===== src/rtl/disp_defs.sv =====
// Shared definitions for the display driver: FSM encoding, segment constants,
// the active-low hex glyph table and the BCD adjust step.
package disp_defs;

    typedef enum logic [1:0] {
        IDLE  = 2'd0,
        SHIFT = 2'd1,
        DONE  = 2'd2
    } state_t;

    localparam int         CONV_BITS_DEF = 8;
    localparam int         BCD_DIGITS    = 3;
    localparam logic [6:0] BLANK_SEG     = 7'h7F;
    localparam logic [6:0] MINUS_SEG     = 7'h3F;

    // Active-low glyphs, bit0 = segment a .. bit6 = segment g.
    function automatic logic [6:0] hex_glyph(input logic [3:0] nibble);
        logic [6:0] seg;
        case (nibble)
            4'h0:    seg = 7'h40;
            4'h1:    seg = 7'h79;
            4'h2:    seg = 7'h24;
            4'h3:    seg = 7'h30;
            4'h4:    seg = 7'h19;
            4'h5:    seg = 7'h12;
            4'h6:    seg = 7'h02;
            4'h7:    seg = 7'h78;
            4'h8:    seg = 7'h00;
            4'h9:    seg = 7'h10;
            4'hA:    seg = 7'h08;
            4'hB:    seg = 7'h03;
            4'hC:    seg = 7'h46;
            4'hD:    seg = 7'h21;
            4'hE:    seg = 7'h06;
            default: seg = 7'h0E;
        endcase
        return seg;
    endfunction

    // Double-dabble correction applied before every shift.
    function automatic logic [4*BCD_DIGITS-1:0] bcd_adjust(input logic [4*BCD_DIGITS-1:0] bcd);
        logic [4*BCD_DIGITS-1:0] r;
        r = bcd;
        for (int i = 0; i < BCD_DIGITS; i++) begin
            if (bcd[4*i +: 4] >= 4'd5)
                r[4*i +: 4] = bcd[4*i +: 4] + 4'd3;
        end
        return r;
    endfunction

endpackage


===== src/rtl/seg7_decode.sv =====
// Combinational 4-bit nibble to active-low seven-segment glyph decoder.
module seg7_decode
    import disp_defs::*;
(
    input  logic [3:0] nibble,
    output logic [6:0] seg
);

    assign seg = hex_glyph(nibble);

endmodule


===== src/rtl/disp_driver.sv =====
// Six-digit seven-segment driver: sequential BCD conversion of the data bus on HEX3..HEX0
// and hex display of ip on HEX5..HEX4. Optional macro: DISP_LEADING_ZERO_BLANK_EN.
module disp_driver
    import disp_defs::*;
#(
    parameter int         CONV_BITS = disp_defs::CONV_BITS_DEF,
    parameter logic [6:0] BLANK_SEG = disp_defs::BLANK_SEG,
    parameter logic [6:0] MINUS_SEG = disp_defs::MINUS_SEG
) (
    input  logic                 clk,
    input  logic                 resetn,
    input  logic                 dval,
    input  logic [CONV_BITS-1:0] dout,
    input  logic                 mode,
    input  logic [7:0]           ip,
    output logic [6:0]           hex0,
    output logic [6:0]           hex1,
    output logic [6:0]           hex2,
    output logic [6:0]           hex3,
    output logic [6:0]           hex4,
    output logic [6:0]           hex5,
    output logic                 busy
);

    localparam int               CNT_W     = (CONV_BITS > 1) ? $clog2(CONV_BITS) : 1;
    localparam int               BCD_W     = 4 * BCD_DIGITS;
    localparam logic [CNT_W-1:0] LAST_ITER = CNT_W'(CONV_BITS - 1);

    state_t               state;
    logic [CNT_W-1:0]     iter;
    logic [BCD_W-1:0]     bcd;
    logic [CONV_BITS-1:0] bin;
    logic                 sign;
    logic                 shadow_valid;
    logic [CONV_BITS:0]   shadow;
    logic                 pend_valid;
    logic [CONV_BITS:0]   pend;

    logic [CONV_BITS:0]   live;
    logic                 dval_trig;
    logic                 pend_trig;
    logic                 trigger;
    logic [CONV_BITS:0]   operand;
    logic                 neg;
    logic [CONV_BITS-1:0] magnitude;
    logic [BCD_W-1:0]     bcd_adj;

    logic [6:0]           units_seg;
    logic [6:0]           tens_seg;
    logic [6:0]           hund_seg;
    logic [6:0]           ip_lo_seg;
    logic [6:0]           ip_hi_seg;

    assign live = {mode, dout};

    // A pending value that differs from what is shown takes priority over the live bus.
    always_comb begin
        dval_trig = dval && (!shadow_valid || (live != shadow));
        pend_trig = pend_valid && (pend != shadow);
        trigger   = dval_trig || pend_trig;
        operand   = pend_trig ? pend : live;
        neg       = operand[CONV_BITS] && operand[CONV_BITS-1];
        magnitude = neg ? -operand[CONV_BITS-1:0] : operand[CONV_BITS-1:0];
        bcd_adj   = bcd_adjust(bcd);
    end

    seg7_decode u_units (.nibble(bcd[3:0]),  .seg(units_seg));
    seg7_decode u_tens  (.nibble(bcd[7:4]),  .seg(tens_seg));
    seg7_decode u_hund  (.nibble(bcd[11:8]), .seg(hund_seg));
    seg7_decode u_ip_lo (.nibble(ip[3:0]),   .seg(ip_lo_seg));
    seg7_decode u_ip_hi (.nibble(ip[7:4]),   .seg(ip_hi_seg));

    always_ff @(posedge clk or negedge resetn) begin
        if (!resetn) begin
            state        <= IDLE;
            iter         <= '0;
            bcd          <= '0;
            bin          <= '0;
            sign         <= 1'b0;
            shadow_valid <= 1'b0;
            shadow       <= '0;
            pend_valid   <= 1'b0;
            pend         <= '0;
            busy         <= 1'b0;
            hex0         <= BLANK_SEG;
            hex1         <= BLANK_SEG;
            hex2         <= BLANK_SEG;
            hex3         <= BLANK_SEG;
        end else begin
            case (state)
                IDLE: begin
                    if (trigger) begin
                        shadow       <= operand;
                        shadow_valid <= 1'b1;
                        pend_valid   <= 1'b0;
                        bcd          <= '0;
                        bin          <= magnitude;
                        sign         <= neg;
                        iter         <= '0;
                        busy         <= 1'b1;
                        state        <= SHIFT;
                    end
                end
                SHIFT: begin
                    {bcd, bin} <= {bcd_adj, bin} << 1;
                    if (dval) begin
                        pend       <= live;
                        pend_valid <= 1'b1;
                    end
                    if (iter == LAST_ITER) begin
                        iter  <= '0;
                        state <= DONE;
                    end else begin
                        iter <= iter + CNT_W'(1);
                    end
                end
                DONE: begin
                    if (dval) begin
                        pend       <= live;
                        pend_valid <= 1'b1;
                    end
                    hex0 <= units_seg;
`ifdef DISP_LEADING_ZERO_BLANK_EN
                    hex1 <= ((bcd[11:8] == 4'd0) && (bcd[7:4] == 4'd0)) ? BLANK_SEG : tens_seg;
                    hex2 <= (bcd[11:8] == 4'd0) ? BLANK_SEG : hund_seg;
`else
                    hex1 <= tens_seg;
                    hex2 <= hund_seg;
`endif
                    hex3  <= sign ? MINUS_SEG : BLANK_SEG;
                    busy  <= 1'b0;
                    state <= IDLE;
                end
                default: begin
                    busy  <= 1'b0;
                    state <= IDLE;
                end
            endcase
        end
    end

    // The ip digits track the bus every cycle, independent of the conversion FSM.
    always_ff @(posedge clk or negedge resetn) begin
        if (!resetn) begin
            hex4 <= hex_glyph(4'h0);
            hex5 <= hex_glyph(4'h0);
        end else begin
            hex4 <= ip_lo_seg;
            hex5 <= ip_hi_seg;
        end
    end

endmodule


===== config.mk =====
export PLATFORM = sky130hd
export DESIGN_NAME = disp_driver
export DESIGN_NICKNAME = d
export VERILOG_FILES = /design/src/rtl/disp_defs.sv /design/src/rtl/seg7_decode.sv /design/src/rtl/disp_driver.sv
export SDC_FILE = /design/constraint.sdc
export NUM_CORES = 1
export LEC_CHECK = 0
export ABC_AREA = 1
export BUFFER_PORTS_ARGS = -buffer_cell sky130_fd_sc_hd__clkbuf_2
export CAP_MARGIN = 20
export CORE_MARGIN = 2
export CORE_UTILIZATION = 30
export DETAILED_ROUTE_END_ITERATION = 10
export SLEW_MARGIN = 0
export SYNTH_ARGS = -nofsm -noshare
export SYNTH_HDL_FRONTEND = slang
export SYNTH_SLANG_ARGS = --single-unit

===== constraint.sdc =====
create_clock -name clk -period 3.6 [get_ports clk]
set_clock_uncertainty 0.1 [all_clocks]
set_input_delay 0.72 -clock clk [delete_from_list [all_inputs] [get_ports clk]]
set_output_delay 0.72 -clock clk [all_outputs]
set_load 0.02 [all_outputs]

==> impl_metrics.csv, run 1 <==
group,metric,value,unit
die,row_count,47,
sta,final-setup-viol-count,0,
power,switchingPower,0.00228,W
die,core,16500,um^2
finish,finalCoreUtilization,35.1,%
die,die_h,134,um
clocking,clk_path_buf_depth,2,
placed_design,place.port_buffers,56,
die,start_util,30.5,%
hold_path,hold-path-endpoint,"hex3[6]",
drt,first_iter_violations,274,
sta,worst_slew_pin_slew,990,ps
worst_setup_path,crit_required,3730,ps
power,ir_worst_vdd,0.000260,V
worst_setup_path,critPathArrivalTime,2490,ps
worst_setup_path,cp_slowest_cell,"dfrtp_1",
synth,synth_edf_count,0,
global_route,grt_max_degree,76,
worst_setup_path,path_buf_inv,3,
worst_setup_path,cp_max_fo,27,
finish,final_nets,746,
finish,final_cell_mix,"nand2_1 (157), inv_1 (67), dfrtp_1 (59)",
drt,wl_per_cell,12.1,um
clocking,root_buffer,"clkbuf_16",
worst_setup_path,rrSetupSlack,1250,ps
drt,drcViolationCount,0,
synth,ys_seq_area_share,41.8,%
power,power,0.00511,W
drt,final_antenna_net_count,0,
job,drv_cap,0,
power,p_comb_share,46.1,%
clocking,insertion_delay,340,ps
worst_setup_path,r2r_start,"shadow[5]",
power,power_leakage,2.83,nW
drt,drtPass1Iterations,4,
finish,syn2layout_area_growth,15.2,%
sta,rsz0062_at_grt,"no",
placed_design,routabilityCongestion,0.806,
hold_path,min-delay-start,"sign",
power,p_int,0.00282,W
finish,final_common_cell,"nand2_1",
drt,drt_wl_total,11.1,mm
clocking,numCtsBuffers,9,
die,die-area,17800,um^2
synth,synth_fa_ha_area_share,8.94,%
power,p_clk_share,20.0,%
synth,syn_area,5040,um^2
synth,async_reset_ff_share,100,%
synth,synth_top_family_by_area,"simple AND/OR/NAND/NOR gates",
worst_setup_path,cp-end-kind,"flop",
clocking,holdBufCountCts,0,
sta,fmax,425,MHz
worst_setup_path,max_stage_delay,400,ps
global_route,gr-total-overflow,0,
sta,period_share,65.3,%
sta,slew_viol_final,0,
global_route,antenna_found_initial,0,
hold_path,holdPathStages,1,
clocking,cts-htree-levels,3,
worst_setup_path,path_cells,"inv_1 -> nand2_1 -> nand2_1 -> nand2_1 -> nor2_2 -> nand3_4 -> nand2_4 -> nand2_2 -> nor2_4 -> inv_2 -> nand2_4 -> inv_2 -> nor2_1 -> a21oi_2",
finish,diodes,0,
synth,synth-compound-area-share,16.9,%
clocking,tritoncts,"done",
clocking,cts_setup_buffers,0,
global_route,grt_use_total,13.2,%
placed_design,dpl.hpwl,7.95,mm
sta,slew_headroom,34.0,%
global_route,grt_pass1_wl,19.1,mm
hold_path,min_path_type,"reg2reg",
global_route,grt_pass1_vias,4033,
outcome,outcome,"complete, no violations",
synth,ys_types,43,
worst_setup_path,crit_top_cell,"nand2_1",
synth,muxShareOfSynthArea,0,%
synth,syn_area_per_cell,7.85,um^2
finish,drive_above_1_share,18.3,%
worst_setup_path,crit_type,"reg2reg",
worst_setup_path,reg2reg_to,"bin[7]",
drt,vias,4210,
power,powerDensity,880,nW/um^2
sta,period_minus_slack,2350,ps
sta,fin_tns_setup,0,ps
clocking,post_cts_resized,0,
synth,synth-simple-area-share,22.2,%
worst_setup_path,cp-start-kind,"flop",
clocking,path_clk_slew,70,ps
power,swShare,44.7,%
sta,final-hold-violation-count,0,
power,seq_power_share,33.9,%
die,io_pins,63,
die,die_w,134,um
synth,yosysWarnings,0,
worst_setup_path,crit_family,"simple AND/OR/NAND/NOR gates",
synth,ys_ff_latch,83,
clocking,cts.sinks,83,
synth,ys.flop_type,"dfrtp_1",
synth,postSynthCellCount,642,
worst_setup_path,reg2reg_depth,14,
drt,viasPerCell,4.60,
synth,synth-xor-area-share,1.39,%
-- synthesized netlist by cell type (4+ instances only) --
| cell | instances | share of area, % |
|---|---|---|
| o21ai_2 | 4 | 0.70 |
| xnor2_1 | 5 | 0.87 |
| o21ai_0 | 53 | 5.3 |
| a21oi_1 | 50 | 5.0 |
| ha_1 | 36 | 8.9 |
| nand2_1 | 157 | 12 |
| dfrtp_1 | 59 | 29 |
| dfstp_2 | 24 | 13 |
| a31oi_1 | 8 | 0.99 |
| inv_1 | 67 | 5.0 |
| nor2_1 | 55 | 4.1 |
| buf_4 | 7 | 1.0 |
| clkbuf_1 | 14 | 1.0 |
| inv_2 | 5 | 0.37 |
| o211ai_1 | 10 | 1.5 |
| nand2_2 | 7 | 0.87 |
| nand3_1 | 30 | 3.0 |
| nand2_4 | 4 | 0.89 |
| o21ai_1 | 9 | 0.89 |
-- final cells by class --
class,count,area [um^2]
clock buffer,10,239
clock inverter,6,88.8
fill,1779,10700
inverter,74,278
multi-input combinational,463,2510
sequential,83,2110
tap,220,275
timing repair buffer,59,305
-- kinds of logic (layout without fill, tap and decap cells) --
group	Yosys count	in the layout
buffers and inverters	101	149
and+or+nand+nor	263	263
AOI/OAI and AO/OA	150	150
xor gates and xnor gates	8	8
other	1	6
DFF	83	83
adders and majority gates	36	36
-- power by group through the flow --
stage	sequential [W]	clock (W)	combinational (W)
after CTS	0.00174	0.00106	0.00239
final	0.00173	0.00102	0.00235
after detailed placement	0.00175	0	0.00238
after global routing	0.00180	0.00110	0.00273
after global placement	0.00174	0	0.00237
after floorplan	0.00180	0	0.00178
-- metrics by stage --
| stage | instance area (um^2) | hold slack [ps] | setup slack [ps] | cells |
|---|---|---|---|---|
| 2_1_floorplan | 5060 | 306 | 1530 | 647 |
| 3_3_place_gp | 5480 | 342 | 1150 | 899 |
| 3_5_place_dp | 5480 | 351 | 1120 | 899 |
| 4_1_cts | 5800 | 361 | 1230 | 915 |
| 5_1_grt | 5800 | 389 | 984 | 915 |
| 6_report | 5800 | 350 | 1250 | 915 |
-- metal layers --
metal / up-vias / part of all wire [%] / global-route usage, % / wire length (um)
met5: - / 0 / 0 / 0
met4: 0 / 2.0 / 5.91 / 225
met3: 15 / 3.3 / 2.21 / 369
met2: 81 / 46 / 21.6 / 5090
met1: 1942 / 49 / 17.0 / 5390
li1: 2172 / - / - / -
-- how the worst max path moves through the flow --
stage,slack (ps),to,depth (start not counted),startpoint
final,1250,bin[7],14,shadow[5]
after global routing,980,bin[1],14,shadow[5]
after CTS,1230,bin[7],14,shadow[5]
after detailed placement,1120,bin[7],13,dout[3]
after global placement,1150,bin[7],14,dout[6]
after floorplan,1530,bcd[1],14,dout[6]
-- sequential cells by signal (all words and copies together), names as in the netlist --
signal        flops
hex0              7
hex3              1
hex1              7
hex5              7
bcd              12
hex2              7
busy              1
sign              1
shadow            9
shadow_valid      1
iter              3
pend_valid        1
state             2
bin               8
pend              9
hex4              7
-- worst register-to-register path: stages, from the launching register on --
cell	delay (ps)
dfrtp_1	400
inv_1	110
nand2_1	60
nand2_1	50
nand2_1	70
nor2_2	170
nand3_4	140
nand2_4	210
nand2_2	140
nor2_4	110
inv_2	90
nand2_4	230
inv_2	180
nor2_1	140
a21oi_2	40
Power figures use the tool's default switching activity.
==> inputs of run 2 (changes only) <==
Settings changed: ABC_AREA 1 to 0.
Clock period 3.6 ns to 2.1 ns, I/O delays scaled along.
==> impl_metrics.csv, run 2 <==
group,metric,value,unit
outcome,outcome,"finished with violations",
outcome,failed_checks,"setup timing",
finish,final_cell_mix,"nor2_1 (59), dfrtp_1 (59), clkbuf_2 (55)",
clocking,root_buffer,"clkbuf_16",
sta,rsz0062_at_grt,"yes",
hold_path,min_path_type,"in2reg",
placed_design,routabilityCongestion,0.909,
placed_design,place.port_buffers,56,
synth,syn_area_per_cell,9.27,um^2
global_route,grt_pass1_vias,4132,
power,power,0.0107,W
clocking,numCtsBuffers,9,
sta,worst_slew_pin_slew,515,ps
drt,wl_per_cell,14.3,um
hold_path,holdPathStages,2,
synth,ys.flop_type,"dfrtp_1",
sta,worst_slack,-471,ps
synth,ys_seq_area_share,40.1,%
finish,fillers,1711,
power,seq_power_share,27.1,%
finish,largest_reg_flops,12,
sta,slew_headroom,65.7,%
finish,largestRegisters,"bcd (12), pend (9), shadow (9)",
worst_setup_path,cp-start-kind,"flop",
clocking,cts-htree-levels,3,
power,ir_worst_vdd,0.000962,V
drt,final_antenna_net_count,0,
clocking,tritoncts,"done",
worst_setup_path,reg2reg_to,"bin[1]",
global_route,grt_use_total,14.2,%
worst_setup_path,reg2reg_depth,10,
finish,diodes,0,
die,row_count,48,
die,start_util,30.5,%
synth,yosysTopAreaCell,"dfrtp_1",
worst_setup_path,rrSetupSlack,-470,ps
synth,ys_types,63,
global_route,grt_pass1_wl,20.7,mm
synth,syn_area,5250,um^2
worst_setup_path,r2r_start,"pend[6]",
power,p_int,0.00626,W
synth,synthTopCellsByArea,"dfrtp_1 (28%), dfstp_2 (12%), ha_1 (8.6%)",
drt,drtPass1Iterations,5,
clocking,cts.sinks,83,
drt,vias,4311,
sta,slew_viol_final,0,
finish,final_nets,728,
synth,postSynthCellCount,567,
die,die_h,136,um
finish,syn2layout_area_growth,32.3,%
global_route,gr-total-overflow,0,
sta,period_share,122,%
sta,fmax,389,MHz
power,swShare,41.3,%
synth,synth_edf_count,0,
synth,ys_ff_latch,83,
global_route,grt_max_degree,42,
synth,async_reset_ff_share,100,%
drt,first_iter_violations,212,
clocking,clk_path_buf_depth,2,
worst_setup_path,cp-end-kind,"flop",
sta,final-hold-violation-count,0,
power,power_leakage,3.07,nW
worst_setup_path,crit_required,2280,ps
power,powerDensity,1530,nW/um^2
synth,synth_top_cell_area_share,28.1,%
finish,top_register,"bcd",
placed_design,dpl.hpwl,8.95,mm
drt,viasPerCell,4.78,
placed_design,place_ws,-490,ps
die,core,17200,um^2
finish,drive_above_1_share,35.7,%
die,io_pins,63,
synth,ys_top_cells_by_count,"nor2_1 (61), dfrtp_1 (59), a21oi_1 (52)",
power,p_clk_share,17.1,%
sta,final-setup-viol-count,15,
global_route,antenna_found_initial,0,
worst_setup_path,critPathArrivalTime,2750,ps
clocking,insertion_delay,350,ps
synth,yosysWarnings,0,
worst_setup_path,crit_type,"reg2reg",
power,switchingPower,0.00440,W
sta,period_minus_slack,2570,ps
die,die_w,136,um
worst_setup_path,cp_max_fo,4,
clocking,path_clk_slew,60,ps
job,drv_cap,0,
placed_design,place_inst,872,
hold_path,hold-path-endpoint,"hex5[6]",
die,die-area,18600,um^2
drt,drcViolationCount,0,
power,p_comb_share,55.8,%
drt,drt_wl_total,12.9,mm
hold_path,min-delay-start,"ip[5]",
synth,synth.most_common_cell,"nor2_1",
finish,instances_no_fill,902,
[run 2: cell types whose count changed after synthesis, sizes merged, moves of 6 or more]
cell / previous run / this run
mux2: 0 / 15
nor3: 1 / 7
nand2: 168 / 46
nand3: 31 / 15
o21ai: 66 / 42
mux2i: 0 / 22
buf: 13 / 21
xnor2: 5 / 25
inv: 72 / 38
[run 2: area by class of cell]
type	count	area (um^2)	share of cell area, %
Timing Repair Buffer	126	951	13.7
Tap cell	225	282	4.05
Sequential cell	83	2110	30.3
Multi-Input combinational cell	413	3130	45.0
Clock inverter	7	116	1.67
Inverter	39	146	2.11
Clock buffer	9	225	3.24
[run 2: critical path: stages (launching register included)]
cell and delay, ps:
dfrtp_1 400, xnor2_2 200, nand3_2 130, o31ai_4 350
mux2i_2 310, ha_2 230, inv_2 40, a21oi_2 110
o21ai_1 70, a2111o_1 400, a31oi_1 160
[run 2: cells by family after synthesis]
| family | after synthesis | share of synthesized area [%] |
|---|---|---|
| compound gates | 148 | 17.6 |
| xor+xnor | 31 | 5.17 |
| fa+ha+maj | 36 | 8.57 |
| buf+inv | 76 | 6.60 |
| flops | 83 | 40.1 |
| mux | 41 | 9.12 |
| other cells | 1 | 0.0714 |
| simple gates | 151 | 12.7 |
[run 2: how the worst max path moves through the flow]
stage                         start     end  slack, ps
after detailed placement  shadow[6]  bin[1]       -490
after global placement    shadow[6]  bin[1]       -420
final                       pend[6]  bin[1]       -470
after global routing        pend[6]  bin[1]       -630
after CTS                 shadow[4]  bin[1]       -440
after floorplan             pend[5]  bin[1]       -530
[run 2: routing by layer]
metal,share of wire [%],up-vias,global-route usage (%)
li1,-,2176,-
met1,47,2014,18.3
met2,46,103,22.2
met3,5.5,18,4.70
met4,1.6,0,4.80
met5,0,-,0
[run 2: what timing repair did]
item	in CTS	in global routing
setup endpoints to repair	34	38
buffers inserted	7	5
hold buffers	1	0
endpoints found under the hold margin	11	0
pin swaps	3	22
resized for setup	22	72
gates cloned	1	4
[run 2: per-stage QoR]
step | TNS (ps) | utilization (%) | instance area, um^2 | hold WS (ps)
2_1_floorplan | -1780 | - | 5290 | 24.4
4_1_cts | -1580 | 38.4 | 6620 | 220
5_1_grt | -5680 | 40.3 | 6950 | 239
3_3_place_gp | -2610 | 35.4 | 6110 | 280
3_5_place_dp | -3520 | 35.4 | 6110 | 281
6_report | -1500 | 40.3 | 6950 | 233
[run 2: power groups by stage]
stage	Combinational, W	Sequential [W]	Clock, W
after global routing	0.00655	0.00298	0.00196
after global placement	0.00489	0.00285	0
after CTS	0.00532	0.00286	0.00189
after detailed placement	0.00492	0.00288	0
final	0.00595	0.00289	0.00182
after floorplan	0.00312	0.00307	0
==> inputs of run 3 (changes only) <==
Settings changed: CORE_MARGIN 2 to 4, CORE_UTILIZATION 30 to 53, PLACE_DENSITY from default to 0.77.
==> impl_metrics.csv, run 3 (synthesis results as in run 2) <==
group,metric,value,unit
outcome,outcome,"finished with violations",
outcome,failed_checks,"setup timing",
die,die_w,108,um
job,drv_cap,0,
worst_setup_path,cp_max_fo,3,
sta,rsz0062_at_grt,"yes",
placed_design,post_dp_cell_area,5970,um^2
finish,finalCoreUtilization,64.9,%
placed_design,place_ws,-573,ps
global_route,grt_use_total,21.3,%
power,ir_worst_vdd,0.000845,V
drt,drtPass1Iterations,4,
die,row_count,36,
drt,vias,4366,
drt,first_iter_violations,182,
worst_setup_path,critPathArrivalTime,2800,ps
power,p_comb_share,56.4,%
die,die-area,11600,um^2
power,swShare,43.3,%
clocking,cts-htree-levels,3,
clocking,insertion_delay,370,ps
worst_setup_path,cp-start-kind,"flop",
drt,wl_met1,5.12,mm
power,power,0.00928,W
sta,period_share,125,%
sta,slew_viol_final,0,
finish,final_common_cell,"nor2_1",
global_route,antenna_found_initial,0,
die,io_pins,63,
hold_path,min_path_type,"in2reg",
global_route,grt_pass1_vias,4331,
placed_design,routabilityCongestion,0.942,
placed_design,place_inst,776,
clocking,numCtsBuffers,9,
finish,largestRegisters,"bcd (12), pend (9), shadow (9)",
finish,syn2layout_area_growth,20.2,%
finish,final_cell_mix,"nor2_1 (61), dfrtp_1 (59), clkbuf_2 (55)",
drt,viasPerCell,5.46,
sta,final-setup-viol-count,22,
global_route,grt_pass1_wl,19.9,mm
drt,final_antenna_net_count,0,
power,switchingPower,0.00402,W
finish,fillers,806,
finish,drive_above_1_share,29.3,%
die,core,9730,um^2
global_route,gr-total-overflow,0,
clocking,clk_path_buf_depth,2,
finish,diodes,0,
power,seq_power_share,31.2,%
sta,fmax,382,MHz
sta,final-hold-violation-count,0,
power,p_int,0.00526,W
placed_design,place.port_buffers,56,
worst_setup_path,cp-end-kind,"flop",
drt,wl_met3,509,um
sta,slew_headroom,63.9,%
clocking,cts.sinks,83,
power,power_leakage,2.89,nW
drt,drcViolationCount,0,
die,die_h,108,um
drt,top_layer_used,"met4",
drt,drt_wl_total,11.9,mm
placed_design,dpl.hpwl,8.83,mm
clocking,path_clk_slew,90,ps
drt,wl_per_cell,14.9,um
finish,instances_no_fill,799,
drt,wl_met2,6.02,mm
sta,worst_slack,-518,ps
worst_setup_path,crit_type,"reg2reg",
finish,final_nets,717,
worst_setup_path,crit_required,2280,ps
sta,worst_slew_pin_slew,542,ps
power,p_clk_share,12.4,%
power,powerDensity,1470,nW/um^2
clocking,root_buffer,"clkbuf_8",
die,start_util,54.0,%
finish,largest_reg_flops,12,
finish,top_register,"bcd",
finish,final_area,6320,um^2
clocking,tritoncts,"done",
global_route,grt_max_degree,42,
sta,period_minus_slack,2620,ps
[run 3: cell count changes in the layout (fill, tap and decap cells not counted), moves of 6 or more]
cell	delta
o21ai_2	-6
a21oi_1	+7
clkbuf_8	+9
nand3_2	-8
nand3_1	+8
o21ai_1	-6
nand2_1	+7
clkbuf_16	-10
nand2_2	-7
buf_6	-12
o21ai_0	+12
a21oi_2	-7
[run 3: power by group through the flow]
stage	combinational, W	clock (W)	sequential, W
after global placement	0.00476	0	0.00284
after floorplan	0.00312	0	0.00307
after CTS	0.00512	0.00118	0.00287
final	0.00524	0.00115	0.00289
after global routing	0.00579	0.00124	0.00298
after detailed placement	0.00492	0	0.00288
[run 3: through the flow]
| step | TNS (ps) | hold slack (ps) |
|---|---|---|
| after CTS | -1520 | 204 |
| final | -2810 | 217 |
| after global routing | -6180 | 205 |
| after global placement | -2640 | 294 |
| after floorplan | -1780 | 24.4 |
| after detailed placement | -5030 | 299 |
[run 3: timing repair]
item | CTS | global route
endpoints found under the setup margin | 36 | 37
setup buffers | 4 | 2
resized for setup | 10 | 8
hold endpoints to repair | 27 | 0
pin swaps | 6 | 5
hold buffers | 1 | 0
[run 3: layer usage]
metal / vias up / GRT usage [%]
li1: 2148 / -
met3: 22 / 4.14
met5: - / 0
met2: 97 / 35.8
met1: 2099 / 27.4
met4: 0 / 7.66
[run 3: area by class of cell]
| cell class | instances | area [um^2] | area share, % |
|---|---|---|---|
| Clock inverter | 6 | 65.1 | 1.03 |
| Multi-Input combinational cell | 413 | 2910 | 46.1 |
| Inverter | 39 | 146 | 2.32 |
| Tap cell | 133 | 166 | 2.63 |
| Clock buffer | 10 | 128 | 2.02 |
| Sequential cell | 83 | 2110 | 33.4 |
| Timing Repair Buffer | 115 | 791 | 12.5 |
[run 3: final timing paths]
path                            slack, ps  cells after the start         end  startpoint
worst max-delay path                 -520                     10      bin[1]     pend[8]
worst min-delay path                  220                      2     hex5[6]       ip[5]
worst max register to register       -520                     10      bin[1]     pend[8]
worst min register to register        320                      1     hex3[6]        sign
max in group asynchronous             860                      3  pend_valid      resetn
min in group asynchronous             430                      2      bcd[5]      resetn
[run 3: worst max-delay path, stage by stage (launching register included)]
cell	delay, ps
dfrtp_1	420
xnor2_2	230
nand3_2	140
o31ai_4	360
mux2i_2	310
ha_2	220
inv_2	50
a21oi_2	110
o21ai_1	70
a2111o_1	390
a31oi_1	160
